<file path="src/rtl/div_pkg.sv">
// -----------------------------------------------------------------------------
// div_pkg
// Shared definitions for the iterative divider: FSM state codes, handshake
// level names and the EX-stage ALU op codes that route work to the divider.
// No ports; imported by div and div_step.
// -----------------------------------------------------------------------------
package div_pkg;

  localparam int DIV_WIDTH = 32;

  // Divider FSM state codes
  typedef enum logic [1:0] {
    DivFree   = 2'b00,
    DivByZero = 2'b01,
    DivOn     = 2'b10,
    DivEnd    = 2'b11
  } div_state_e;

  // Handshake levels
  localparam logic DivResultReady    = 1'b1;
  localparam logic DivResultNotReady = 1'b0;
  localparam logic DivStart          = 1'b1;
  localparam logic DivStop           = 1'b0;

  // ALU op codes that select the divider in EX
  localparam logic [7:0] EXE_DIV_OP  = 8'b0001_1010;
  localparam logic [7:0] EXE_DIVU_OP = 8'b0001_1011;

  // True when the ALU op must be sent to the divider
  function automatic logic is_div_op(input logic [7:0] aluop);
    return (aluop == EXE_DIV_OP) || (aluop == EXE_DIVU_OP);
  endfunction

endpackage

</file>
<file path="src/rtl/div_step.sv">
// -----------------------------------------------------------------------------
// div_step
// One combinational radix-2 restoring-division iteration.
// Ports:
//   rem_i     [WIDTH-1:0]  partial remainder (always < divisor)
//   quo_i     [WIDTH-1:0]  dividend bits still to shift in / quotient so far
//   divisor_i [WIDTH-1:0]  divisor magnitude
//   rem_o     [WIDTH-1:0]  updated partial remainder
//   quo_o     [WIDTH-1:0]  updated quotient, new bit in LSB
// -----------------------------------------------------------------------------
module div_step
  import div_pkg::*;
#(
  parameter int WIDTH = DIV_WIDTH
) (
  input  logic [WIDTH-1:0] rem_i,
  input  logic [WIDTH-1:0] quo_i,
  input  logic [WIDTH-1:0] divisor_i,
  output logic [WIDTH-1:0] rem_o,
  output logic [WIDTH-1:0] quo_o
);

  // Shifted remainder can reach 2*divisor-1, so it needs WIDTH+1 bits;
  // one more bit on the difference gives the borrow.
  logic [WIDTH:0]   shifted_s;
  logic [WIDTH+1:0] diff_s;
  logic             unused_diff_s;

  // Bit WIDTH of a non-negative difference is always zero (result < divisor)
  assign unused_diff_s = diff_s[WIDTH];

  // Shift in the next dividend bit and try to subtract the divisor
  always_comb begin
    shifted_s = {rem_i, quo_i[WIDTH-1]};
    diff_s    = {1'b0, shifted_s} - {2'b00, divisor_i};
    if (!diff_s[WIDTH+1]) begin
      rem_o = diff_s[WIDTH-1:0];
      quo_o = {quo_i[WIDTH-2:0], 1'b1};
    end else begin
      rem_o = shifted_s[WIDTH-1:0];
      quo_o = {quo_i[WIDTH-2:0], 1'b0};
    end
  end

endmodule

</file>
<file path="src/rtl/div.sv">
// -----------------------------------------------------------------------------
// div
// Iterative WIDTH-cycle radix-2 restoring divider for DIV/DIVU beside EX.
// EX holds start_i high and stalls until ready_o; result_o = {rem, quo}.
// Ports:
//   clk           clock, rising edge
//   rst           synchronous reset, active-low
//   signed_div_i  1 = two's-complement DIV, 0 = DIVU
//   opdata1_i     dividend          opdata2_i  divisor
//   start_i       request, held until the result is consumed
//   annul_i       flush an in-flight division
//   result_o      {remainder, quotient}, registered
//   ready_o       result_o valid, registered
//   div_zero_o    divisor was zero (only when DIV_ZERO_FLAG_EN is defined)
// Build option: DIV_ZERO_FLAG_EN adds the div_zero_o flag.
// -----------------------------------------------------------------------------
module div
  import div_pkg::*;
#(
  parameter int WIDTH = DIV_WIDTH
) (
  input  logic               clk,
  input  logic               rst,
  input  logic               signed_div_i,
  input  logic [WIDTH-1:0]   opdata1_i,
  input  logic [WIDTH-1:0]   opdata2_i,
  input  logic               start_i,
  input  logic               annul_i,
  output logic [2*WIDTH-1:0] result_o,
  output logic               ready_o
`ifdef DIV_ZERO_FLAG_EN
  ,
  output logic               div_zero_o
`endif
);

  localparam int CNT_W = $clog2(WIDTH + 1);

  // Two's-complement negation at operand width
  function automatic logic [WIDTH-1:0] negate(input logic [WIDTH-1:0] v);
    return (~v) + WIDTH'(1);
  endfunction

  div_state_e         state_q, state_d;
  logic [CNT_W-1:0]   cnt_q, cnt_d;
  logic [WIDTH-1:0]   rem_q, rem_d;
  logic [WIDTH-1:0]   quo_q, quo_d;
  logic [WIDTH-1:0]   dsr_q, dsr_d;
  logic               neg_quo_q, neg_quo_d;
  logic               neg_rem_q, neg_rem_d;
  logic [2*WIDTH-1:0] result_q, result_d;
  logic               ready_q, ready_d;
  logic [WIDTH-1:0]   step_rem_s, step_quo_s;
  logic [WIDTH-1:0]   fix_rem_s, fix_quo_s;
`ifdef DIV_ZERO_FLAG_EN
  logic               div_zero_q, div_zero_d;
`endif

  div_step #(
    .WIDTH     (WIDTH)
  ) u_step (
    .rem_i     (rem_q),
    .quo_i     (quo_q),
    .divisor_i (dsr_q),
    .rem_o     (step_rem_s),
    .quo_o     (step_quo_s)
  );

  // Restore signs: quotient negative when operand signs differ,
  // remainder follows the dividend. 0x80000000/-1 wraps naturally.
  assign fix_quo_s = neg_quo_q ? negate(quo_q) : quo_q;
  assign fix_rem_s = neg_rem_q ? negate(rem_q) : rem_q;

  // Next-state and datapath control
  always_comb begin
    state_d   = state_q;
    cnt_d     = cnt_q;
    rem_d     = rem_q;
    quo_d     = quo_q;
    dsr_d     = dsr_q;
    neg_quo_d = neg_quo_q;
    neg_rem_d = neg_rem_q;
    result_d  = result_q;
    ready_d   = ready_q;
`ifdef DIV_ZERO_FLAG_EN
    div_zero_d = div_zero_q;
`endif
    case (state_q)
      DivFree: begin
        result_d = '0;
        ready_d  = DivResultNotReady;
        if ((start_i == DivStart) && !annul_i) begin
          if (opdata2_i == '0) begin
            state_d = DivByZero;
          end else begin
            state_d   = DivOn;
            cnt_d     = '0;
            rem_d     = '0;
            quo_d     = (signed_div_i && opdata1_i[WIDTH-1]) ? negate(opdata1_i) : opdata1_i;
            dsr_d     = (signed_div_i && opdata2_i[WIDTH-1]) ? negate(opdata2_i) : opdata2_i;
            neg_quo_d = signed_div_i && (opdata1_i[WIDTH-1] ^ opdata2_i[WIDTH-1]);
            neg_rem_d = signed_div_i && opdata1_i[WIDTH-1];
          end
        end else begin
          state_d = DivFree;
        end
      end
      DivByZero: begin
        result_d = '0;
        if (annul_i) begin
          state_d = DivFree;
        end else begin
          state_d = DivEnd;
        end
      end
      DivOn: begin
        if (annul_i) begin
          state_d  = DivFree;
          cnt_d    = '0;
          result_d = '0;
          ready_d  = DivResultNotReady;
        end else if (cnt_q == CNT_W'(WIDTH)) begin
          state_d  = DivEnd;
          cnt_d    = '0;
          result_d = {fix_rem_s, fix_quo_s};
          ready_d  = DivResultReady;
        end else begin
          rem_d = step_rem_s;
          quo_d = step_quo_s;
          cnt_d = cnt_q + CNT_W'(1);
        end
      end
      DivEnd: begin
        if (annul_i || (start_i == DivStop)) begin
          state_d  = DivFree;
          result_d = '0;
          ready_d  = DivResultNotReady;
`ifdef DIV_ZERO_FLAG_EN
          div_zero_d = 1'b0;
`endif
        end else begin
          // The divide-by-zero path arrives here not yet ready; raising
          // ready one cycle later is what marks it as a zero-divisor result.
          ready_d = DivResultReady;
`ifdef DIV_ZERO_FLAG_EN
          div_zero_d = div_zero_q | ~ready_q;
`endif
        end
      end
      default: begin
        state_d  = DivFree;
        cnt_d    = '0;
        result_d = '0;
        ready_d  = DivResultNotReady;
`ifdef DIV_ZERO_FLAG_EN
        div_zero_d = 1'b0;
`endif
      end
    endcase
  end

  // State and output registers with synchronous active-low reset
  always_ff @(posedge clk) begin
    if (!rst) begin
      state_q   <= DivFree;
      cnt_q     <= '0;
      rem_q     <= '0;
      quo_q     <= '0;
      dsr_q     <= '0;
      neg_quo_q <= 1'b0;
      neg_rem_q <= 1'b0;
      result_q  <= '0;
      ready_q   <= DivResultNotReady;
`ifdef DIV_ZERO_FLAG_EN
      div_zero_q <= 1'b0;
`endif
    end else begin
      state_q   <= state_d;
      cnt_q     <= cnt_d;
      rem_q     <= rem_d;
      quo_q     <= quo_d;
      dsr_q     <= dsr_d;
      neg_quo_q <= neg_quo_d;
      neg_rem_q <= neg_rem_d;
      result_q  <= result_d;
      ready_q   <= ready_d;
`ifdef DIV_ZERO_FLAG_EN
      div_zero_q <= div_zero_d;
`endif
    end
  end

  assign result_o = result_q;
  assign ready_o  = ready_q;
`ifdef DIV_ZERO_FLAG_EN
  assign div_zero_o = div_zero_q;
`endif

endmodule

</file>
<file path="config.mk">
export PLATFORM = sky130hd
export DESIGN_NAME = div
export DESIGN_NICKNAME = d
export VERILOG_FILES = /design/src/rtl/div_pkg.sv /design/src/rtl/div_step.sv /design/src/rtl/div.sv
export SDC_FILE = /design/constraint.sdc
export NUM_CORES = 1
export LEC_CHECK = 0
export CAP_MARGIN = 20
export CELL_PAD_IN_SITES_DETAIL_PLACEMENT = 0
export CELL_PAD_IN_SITES_GLOBAL_PLACEMENT = 2
export CORE_MARGIN = 2
export CORE_UTILIZATION = 34
export CTS_BUF_LIST = sky130_fd_sc_hd__clkbuf_8
export CTS_CLUSTER_SIZE = 30
export DETAILED_ROUTE_END_ITERATION = 10
export PLACE_DENSITY = 0.8
export RECOVER_POWER = 100
export SLEW_MARGIN = 5
export SYNTH_ARGS = -nofsm -noshare
export SYNTH_HDL_FRONTEND = slang
export SYNTH_SLANG_ARGS = --single-unit
</file>
<file path="constraint.sdc">
create_clock -name clk -period 3.3 [get_ports clk]
set_input_delay 0.33 -clock clk [delete_from_list [all_inputs] [get_ports clk]]
set_output_delay 0.33 -clock clk [all_outputs]
set_load 0.05 [all_outputs]
</file>
==> results of run 1 <==
==> cell type report <==
cell class | instances | area, µm²
multi-input cells | 1091 | 7070
flip-flops and latches | 171 | 3420
clock buffers | 18 | 248
repair buffers | 203 | 1850
well taps | 402 | 503
clock inverters | 13 | 138
inverters | 57 | 214
fillers | 3330 | 18200
==> cell usage after synthesis (all sizes together), types with 30 or more instances <==
| cell | number | area share |
|---|---|---|
| nor2b | 68 | 0.039 |
| nor2 | 70 | 0.024 |
| xnor2 | 79 | 0.063 |
| o21ai | 144 | 0.066 |
| o211a | 30 | 0.027 |
| xor2 | 64 | 0.051 |
| inv | 57 | 0.020 |
| ha | 42 | 0.048 |
| clkbuf | 75 | 0.026 |
| nand2 | 174 | 0.060 |
| a21oi | 98 | 0.045 |
| dfxtp | 171 | 0.31 |
| a22oi | 36 | 0.025 |
==> path summary, 6_finish.rpt <==
check	slack (ns)	startpoint	endpoint	cells after the start
hold reg to reg	0.45	result_o[59]	result_o[59]	2
setup reg to reg	0.17	rem_q[7]	result_o[61]	8
hold / removal	0.27	rst	neg_quo_q	2
setup / recovery	0.14	opdata2_i[26]	quo_q[0]	10
==> through the flow <==
step / total power, mW / area [µm²]
4_1_cts: 4.67 / 13500
3_5_place_dp: 3.16 / 13100
2_1_floorplan: 2.81 / 11000
3_3_place_gp: 3.15 / 13100
6_report: 4.60 / 13400
5_1_grt: 4.85 / 13400
==> worst max-delay path, stage by stage <==
cell and delay (ns):
dlygate4sd3_1 0.55, or4_1 0.60, or3_1 0.35, o41a_1 0.49
nor2_1 0.14, clkbuf_1 0.20, a2111oi_4 0.13, nor2b_1 0.30
clkbuf_2 0.32, a22o_1 0.18
==> metal layers <==
layer  global-route usage  wire (µm)  vias to the layer above
li1                     -          -                     5238
met2                0.307      14200                      166
met3               0.0261        981                       25
met5                    0          0                        -
met4               0.0502        413                        0
met1                0.267      16200                     4681
==> layout by cell type, fill, tap and decap left out, types with 16 or more instances in the layout <==
| cell | n |
|---|---|
| nand2_1 | 174 |
| dfxtp_1 | 171 |
| o21ai_0 | 141 |
| a21oi_1 | 98 |
| xnor2_1 | 79 |
| nor2_1 | 69 |
| nor2b_1 | 68 |
| dlygate4sd3_1 | 67 |
| clkdlybuf4s50_1 | 65 |
| xor2_1 | 64 |
| inv_1 | 57 |
| buf_4 | 52 |
| ha_1 | 41 |
| a22oi_1 | 36 |
| o211a_1 | 30 |
| nor3_1 | 27 |
| mux2i_1 | 27 |
| o31ai_1 | 25 |
| or3_1 | 18 |
| clkbuf_8 | 18 |
| or4_1 | 16 |
| o41ai_1 | 16 |
==> sequential cells by signal, summed over array words and instances (netlist names) <==
name	flops
neg_quo_q	1
rem_q	32
ready_o	1
cnt_q	6
result_o	64
dsr_q	32
neg_rem_q	1
quo_q	32
state_q	2
==> power groups by stage <==
stage,registers (mW),logic (mW),clock network [mW]
global placement,2.24,0.916,0
floorplan,2.22,0.594,0
CTS,2.19,0.922,1.56
detailed placement,2.24,0.918,0
finish,2.19,0.908,1.50
global route,2.20,1.01,1.64
==> kinds of logic after synthesis <==
| group | share of synthesized area |
|---|---|
| and+or+nand+nor | 0.208 |
| AOI/OAI and AO/OA | 0.243 |
| DFF | 0.312 |
| xor gates and xnor gates | 0.114 |
| buffers and inverters | 0.0476 |
| adders and majority gates | 0.0497 |
| muxes | 0.0257 |
==> what timing repair did <==
item,4_1_cts,5_1_grt
resized for setup,0,3
endpoints found under the hold margin,0,0
setup endpoints to repair,0,7
setup buffers,0,0
==> impl_results.md, run 1 <==
- Routed wire per std cell: 16.2 µm
- Vias per cell: between 5 and 6
- Slew headroom: 0.107
- Final hold vios: 0
- Slew Limit Fails: 0
- CTS Buf Count: 17
- Fmax: 316 MHz
- Setup violators final: 0
- Combinational Power Share: 0.198
- N_diodes: 0
- Post-route DRC violation count: 0
- DIE AREA: 33700 µm²
- CP Data Arrival Time: 3.59 ns
- Max Cap Viol: 0
- Placed Instances: about 1900
- FF+latch count, synth: between 150 and 200
- TNS Setup: 0 ns
- CTS root buf: clkbuf_8
- Final Cycle Share: 0.959
- Initial antenna violation count: 0
- Top FF cell, synth: dfxtp_1
- DIE HEIGHT: between 150 and 200 µm
- CTS sink count: 171
- Crit Path Class: input port to register
- Cell Rows: between 60 and 70
- Worst Skew: roughly 0.023 ns
- Overflow left after global routing: 0
- Synthesized cell area: 11000 µm²
- Final setup margin: 0.135 ns
- Worst Setup Start Kind: input port
- Data required time of the worst path: 3.72 ns
- Vias in the first global route: 9646
- Status: finished, final reports clean
- Switching part of the total: 0.312
- Leakage: 5.58 nW
- Internal: 3.16 mW
- DR vias: 10100
- Hold WC Path Type: input port to register
- First-pass GRT wire length: 51300 µm
- Max Buffers Root-to-Sink: 2
- Worst IR Drop VDD: approximately 0.24 mV
- First-pass DRT Iterations: 5
- Hold buffer count at cts: 0
- RSZ-0062 raised after global routing: false
- Final Instance Count excl. Fillers: 1955
- Sequential share of the synthesized area: 0.312
- Pin count of the biggest net entering global routing: 68
- Clock transition at path regs: 0.10 ns
- Post-DP HPWL: 24600 µm
- Worst Setup End Kind: register
- Initial DRC Count: 490
- Die X: between 150 and 200 µm
- Clock power frac: 0.326
- Sw Pwr: roughly 1.4 mW
- IO Pins: 134
- Final ANT Viol Nets: 0
- Async set-reset flop share out of synthesis: 0
- Utilization after layout: 0.425
- Core Area: 31600 µm²
- Initial Util: 0.347
- Pwr Density: between 300 and 400 nW/µm²
- All-Layer GR Usage: 0.191
- Worst slew pin tran: roughly 1.3 ns
- Fin nets: 1653
- Syn_nets: roughly 1500
- Hold Slack: approximately 0.27 ns
- GPL Wtd Cong: 0.838
- Maximum fanout along the worst path: 10
- Htree depth: 4
- IO buf count: 133
- Syn_area_per_cell: 7.83 µm²
- Synth warn: 0
- Flop pwr share: 0.476
- DP Worst Slack: -0.0453 ns
- Distinct cell type count after synthesis: 62
- DRT Wirelength: 31700 µm
- EDFF count, synth: 0
- Gate Count Post-Synth: 1401
- Clk Latency, worst-skew pair: 0.49 ns
- Share of post-route cells with drive strength above 1: 0.0741
- Area Overhead vs Synth: 22.5%
- CTS tree: built
- Tmin final: 3.16 ns
Power figures use the tool's default switching activity.
==> inputs of run 2 (changes only) <==
- RECOVER_POWER: 100 -> 25
- SETUP_SLACK_MARGIN: not set -> 0.05
==> impl_results.md, run 2 (synthesized netlist as in run 1, its figures left out) <==
- Status: finished, final reports clean
- All-Layer GR Usage: 0.191 (unchanged)
- Worst Skew: 0.0167 ns (-0.00605 ns)
- Tmin final: 3.07 ns (-0.0947 ns)
- Post-route DRC violation count: 0 (unchanged)
- CTS tree: built
- Final Instance Count excl. Fillers: 1955 (unchanged)
- GR Util met2: 0.307 (unchanged)
- CP Data Arrival Time: 3.43 ns (-0.16 ns)
- Max reg flops: 64 (unchanged)
- Area Overhead vs Synth: 23.1%
- Max Cap Viol: 0 (unchanged)
- CTS root buf: clkbuf_8
- Grt met3 use: 0.0261 (unchanged)
- Htree depth: 4 (unchanged)
- GPL Wtd Cong: 0.838 (unchanged)
- Leakage: 5.60 nW (+0.28%)
- Max Buffers Root-to-Sink: 2 (unchanged)
- Commonest cells after routing, fill and taps aside: 174 x nand2_1, 171 x dfxtp_1, 141 x o21ai_0
- Overflow left after global routing: 0 (unchanged)
- Worst Setup Start Kind: register
- Switching part of the total: 0.311 (-0.000530)
- Met1 GRT Util: 0.267 (unchanged)
- Maximum fanout along the worst path: 6 (-4)
- RSZ-0062 raised after global routing: false
- Clock power frac: 0.325 (about the same)
- Initial Util: 0.347 (unchanged)
- CTS Buf Count: 17 (unchanged)
- Final hold vios: 0 (unchanged)
- Setup violators final: 0 (unchanged)
- Reg-to-Reg Start: rem_q[7]
- Fin nets: 1653 (unchanged)
- Slew headroom: 0.145 (+0.0374)
- DIE AREA: 33700 µm² (unchanged)
- DR vias: 10100 (unchanged)
- Routed wire per std cell: 16.3 µm (+0.22%)
- Vias in the first global route: 9646 (unchanged)
- Placed Instances: 1924 (unchanged)
- Vias per cell: 5.17 (unchanged)
- TNS Setup: 0 ns (unchanged)
- Clock transition at path regs: 0.10 ns (about the same)
- Hold WC Path Type: input port to register
- Clk Latency, worst-skew pair: 0.48 ns (about the same)
- Fmax: 326 MHz (+3.1%)
- Post-DP HPWL: 24600 µm (unchanged)
- R2R cell count: 8 (unchanged)
- Pwr Density: 341 nW/µm² (-0.33%)
- Die X: 184 µm (unchanged)
- Core Area: 31600 µm² (unchanged)
- Crit Path Class: register to register
- First-pass DRT Iterations: 7 (+2)
- Final Cycle Share: 0.930 (-0.0287)
- Sw Pwr: 1.43 mW (about the same)
- CP Launch Point: rem_q[7]
- N_diodes: 0 (unchanged)
- DRT Wirelength: 31800 µm (+0.22%)
- Worst IR Drop VDD: 0.249 mV (+2.8%)
- Final Total Pwr: 4.61 mW (+0.20%)
- First-pass GRT wire length: 51300 µm (unchanged)
- Flop pwr share: 0.475 (about the same)
- Hold buffer count at cts: 0 (unchanged)
- Initial antenna violation count: 0 (unchanged)
- Final ANT Viol Nets: 0 (unchanged)
- Share of post-route cells with drive strength above 1: 0.0818 (+0.00773)
- Hold Path Cell Cnt: 2 (unchanged)
- Worst Setup End Kind: register
- Initial DRC Count: 484 (-1.2%)
- Internal: 3.17 mW (+0.28%)
- Utilization after layout: 0.427 (+0.00226)
- Data required time of the worst path: 3.66 ns (-0.06 ns)
- IO buf count: 133 (unchanged)
- Pin count of the biggest net entering global routing: 68 (unchanged)
- Worst slew pin tran: 1.28 ns (-0.0472 ns)
- Cell Rows: 65 (unchanged)
- CTS sink count: 171 (unchanged)
- IO Pins: 134 (unchanged)
- Hold Startpoint: rst
- Combinational Power Share: 0.200 (+0.002)
- Commonest non-fill, non-tap cell in the layout: nand2_1
- Slew Limit Fails: 0 (unchanged)
- DIE HEIGHT: 184 µm (unchanged)
- Busiest grt layer: met2
## run 2: worst paths after layout
check / to / slack (ns)
max: result_o[61] / 0.23
min: neg_quo_q / 0.28
max reg2reg: result_o[61] / 0.23
min reg2reg: result_o[59] / 0.45
## run 2: cell type report
cell class,instances,area [µm²]
inverter,57,214
clock inverter,13,138
sequential,171,3420
clock buffer,18,248
timing repair buffer,203,1890
multi-input combinational,1091,7100
tap,402,503
fill,3311,18100
## run 2: timing repair
action / CTS / global route
setup buffers: 0 / 0
setup endpoints to repair: 0 / 15
resized for setup: 0 / 5
## run 2: worst max-delay path, stage by stage (launching register included)
cell	delay (ns)
dfxtp_1	0.35
or4_4	0.56
or4_4	0.56
or3_4	0.35
or4_4	0.44
or2_4	0.27
o21ai_1	0.15
xor2_1	0.19
o21ai_0	0.09
## run 2: power by group through the flow
stage	Clock [mW]	Combinational (mW)	Sequential, mW
global route	1.64	1.02	2.20
detailed placement	0	0.918	2.24
floorplan	0	0.594	2.22
finish	1.50	0.919	2.19
global placement	0	0.916	2.24
CTS	1.56	0.922	2.19
## run 2: through the flow
stage	hold WS [ns]	instance area [µm²]	setup slack, ns
floorplan	0.454	11000	0.324
global placement	0.435	13100	0.00945
detailed placement	0.443	13100	-0.0453
CTS	0.241	13500	0.112
global route	0.259	13500	0.0781
finish	0.277	13500	0.230
## run 2: metal layers
| layer | vias to the layer above | share of wire | routed length, µm |
|---|---|---|---|
| met3 | 25 | 0.029 | 935 |
| li1 | 5230 | - | - |
| met5 | - | 0 | 0 |
| met1 | 4678 | 0.51 | 16100 |
| met2 | 177 | 0.45 | 14300 |
| met4 | 0 | 0.013 | 425 |
==> inputs of run 3 (changes only) <==
- CORE_MARGIN: 2 -> not set
- REMOVE_ABC_BUFFERS: not set -> 1
==> impl_results.md, run 3 (synthesized netlist as in run 1, its figures left out) <==
- CTS tree: built
- DIE HEIGHT: 182 µm (-1.1%)
- Worst IR Drop VDD: 0.245 mV (-1.5%)
- Max reg flops: 64 (unchanged)
- Initial DRC Count: 424 (-12%)
- DP Worst Slack: -0.0275 ns (+0.0178 ns)
- Initial antenna violation count: 0 (unchanged)
- Max Cap Viol: 0 (unchanged)
- Commonest cells after routing, fill and taps aside: 174 x nand2_1, 170 x dfxtp_1, 141 x o21ai_0
- Fmax: 321 MHz (-1.5%)
- Max Buffers Root-to-Sink: 2 (unchanged)
- Vias in the first global route: 9585 (-0.63%)
- First-pass GRT wire length: 51300 µm (about the same)
- CTS sink count: 171 (unchanged)
- CTS Buf Count: 17 (unchanged)
- N_diodes: 0 (unchanged)
- Final setup margin: 0.182 ns (-0.0477 ns)
- Slowest cell delay on critical path: 0.57 ns (about the same)
- IO Pins: 134 (unchanged)
- Worst path cell trace: or4_4 -> or4_4 -> or3_4 -> or4_4 -> or2_4 -> o21ai_1 -> xor2_1 -> o21ai_0
- CP Data Arrival Time: 3.45 ns (+0.02 ns)
- DRT Wirelength: 31100 µm (-2.2%)
- Hold Slack: 0.359 ns (+0.0824 ns)
- Slew Limit Fails: 0 (unchanged)
- Commonest non-fill, non-tap cell in the layout: nand2_1
- Post-DP HPWL: 24100 µm (-2.4%)
- Tmin final: 3.12 ns (+0.0477 ns)
- Final Instance Count excl. Fillers: 1958 (+0.15%)
- Share of post-route cells with drive strength above 1: 0.0797 (-0.00209)
- Worst Skew: 0.0139 ns (-0.00282 ns)
- Pwr Density: 338 nW/µm² (-0.75%)
- RSZ-0062 raised after global routing: false
- Vias per cell: 5.15 (-0.36%)
- Fin nets: 1656 (+0.18%)
- Clk Latency, worst-skew pair: 0.47 ns (about the same)
- Pin count of the biggest net entering global routing: 64 (-5.9%)
- Clock transition at path regs: 0.09 ns (about the same)
- IO buf count: 133 (unchanged)
- Maximum fanout along the worst path: 6 (unchanged)
- Final ANT Viol Nets: 0 (unchanged)
- DIE AREA: 33000 µm² (-2.2%)
- Worst Setup End Kind: register
- DR vias: 10100 (-0.21%)
- Worst slew pin tran: 0.853 ns (-0.430 ns)
- Status: finished, final reports clean
- Placed Instances: 1926 (+0.10%)
- Critical Path Most Common Cell: or4_4
- Die X: 182 µm (-1.1%)
- Slew headroom: 0.431 (+0.287)
- Worst Setup Start Kind: register
- CTS root buf: clkbuf_8
- Initial Util: 0.347 (unchanged)
- Core Area: 31600 µm² (unchanged)
- Hold WC Path Type: input port to register
- Setup violators final: 0 (unchanged)
- Htree depth: 4 (unchanged)
- All-Layer GR Usage: 0.193 (+0.00217)
- Finished Cell Area: 13500 µm² (+0.15%)
- Crit Path Class: register to register
- Post-route DRC violation count: 0 (unchanged)
- First-pass DRT Iterations: 4 (-3)
- Final Cycle Share: 0.945 (+0.0145)
- GPL Wtd Cong: 0.843 (+0.67%)
- Overflow left after global routing: 0 (unchanged)
- Cell Rows: 65 (unchanged)
- Final Total Pwr: 4.58 mW (-0.61%)
- Area post-placement: 13100 µm² (+0.31%)
- Worst path slowest cell: or4_4
- Data required time of the worst path: 3.63 ns (-0.03 ns)
- Routed wire per std cell: 15.9 µm (-2.3%)
- Area Overhead vs Synth: 23.3%
- Leakage: 5.61 nW (+0.30%)
- Final hold vios: 0 (unchanged)
run 3: cell types whose count changed in the layout (fill, tap and decap cells not counted), sizes merged:
cell,previous run,this run
buf,70,74
bufinv,1,2
clkbuf,19,18
clkinv,5,6
inv,62,60
run 3: path summary, 6_finish.rpt:
path	from	endpoint	slack, ns	cells after the start
worst min register to register	result_o[59]	result_o[59]	0.45	2
worst max-delay path	rem_q[7]	result_o[61]	0.18	8
worst min-delay path	rst	quo_q[13]	0.36	2
worst max register to register	rem_q[7]	result_o[61]	0.18	8
run 3: cell type report:
class | count | area, µm²
multi-input combinational | 1091 | 7080
clock inverter | 13 | 129
fill | 3255 | 18100
inverter | 57 | 214
timing repair buffer | 206 | 1940
clock buffer | 18 | 248
sequential | 171 | 3420
tap | 402 | 503
run 3: routing by layer:
layer	global-route usage	vias up	part of all wire	routed length [µm]
li1	-	5232	-	-
met4	0.0410	0	0.0095	294
met2	0.318	165	0.45	14000
met5	0	-	0	0
met1	0.266	4676	0.51	15900
met3	0.0263	16	0.029	912
run 3: where the power goes:
part | internal, mW | switching [mW] | leakage (nW) | total [mW]
clock network | 0.682 | 0.792 | 0.197 | 1.47
logic | 0.418 | 0.501 | 4.03 | 0.919
registers | 2.12 | 0.0657 | 1.39 | 2.19
total | 3.22 | 1.36 | 5.61 | 4.58
run 3: timing repair:
action                     4_1_cts  5_1_grt
setup endpoints to repair        0       16
hold buffers                     0        0
resized for setup                0        3
buffers inserted                 0        1
run 3: worst max-delay path: cells and delay by family (launching register included):
kind / cells / cell delay (ns)
AOI/OAI and AO/OA: 2 / 0.24
and+or+nand+nor: 5 / 2.20
DFF: 1 / 0.37
xor gates and xnor gates: 1 / 0.19
run 3: per-stage QoR:
stage | utilization | setup TNS [ns]
final | 0.428 | 0
after global routing | 0.428 | 0
after CTS | 0.427 | 0
after detailed placement | 0.416 | -0.0797
after global placement | 0.416 | -0.0298
after floorplan | - | -307.33
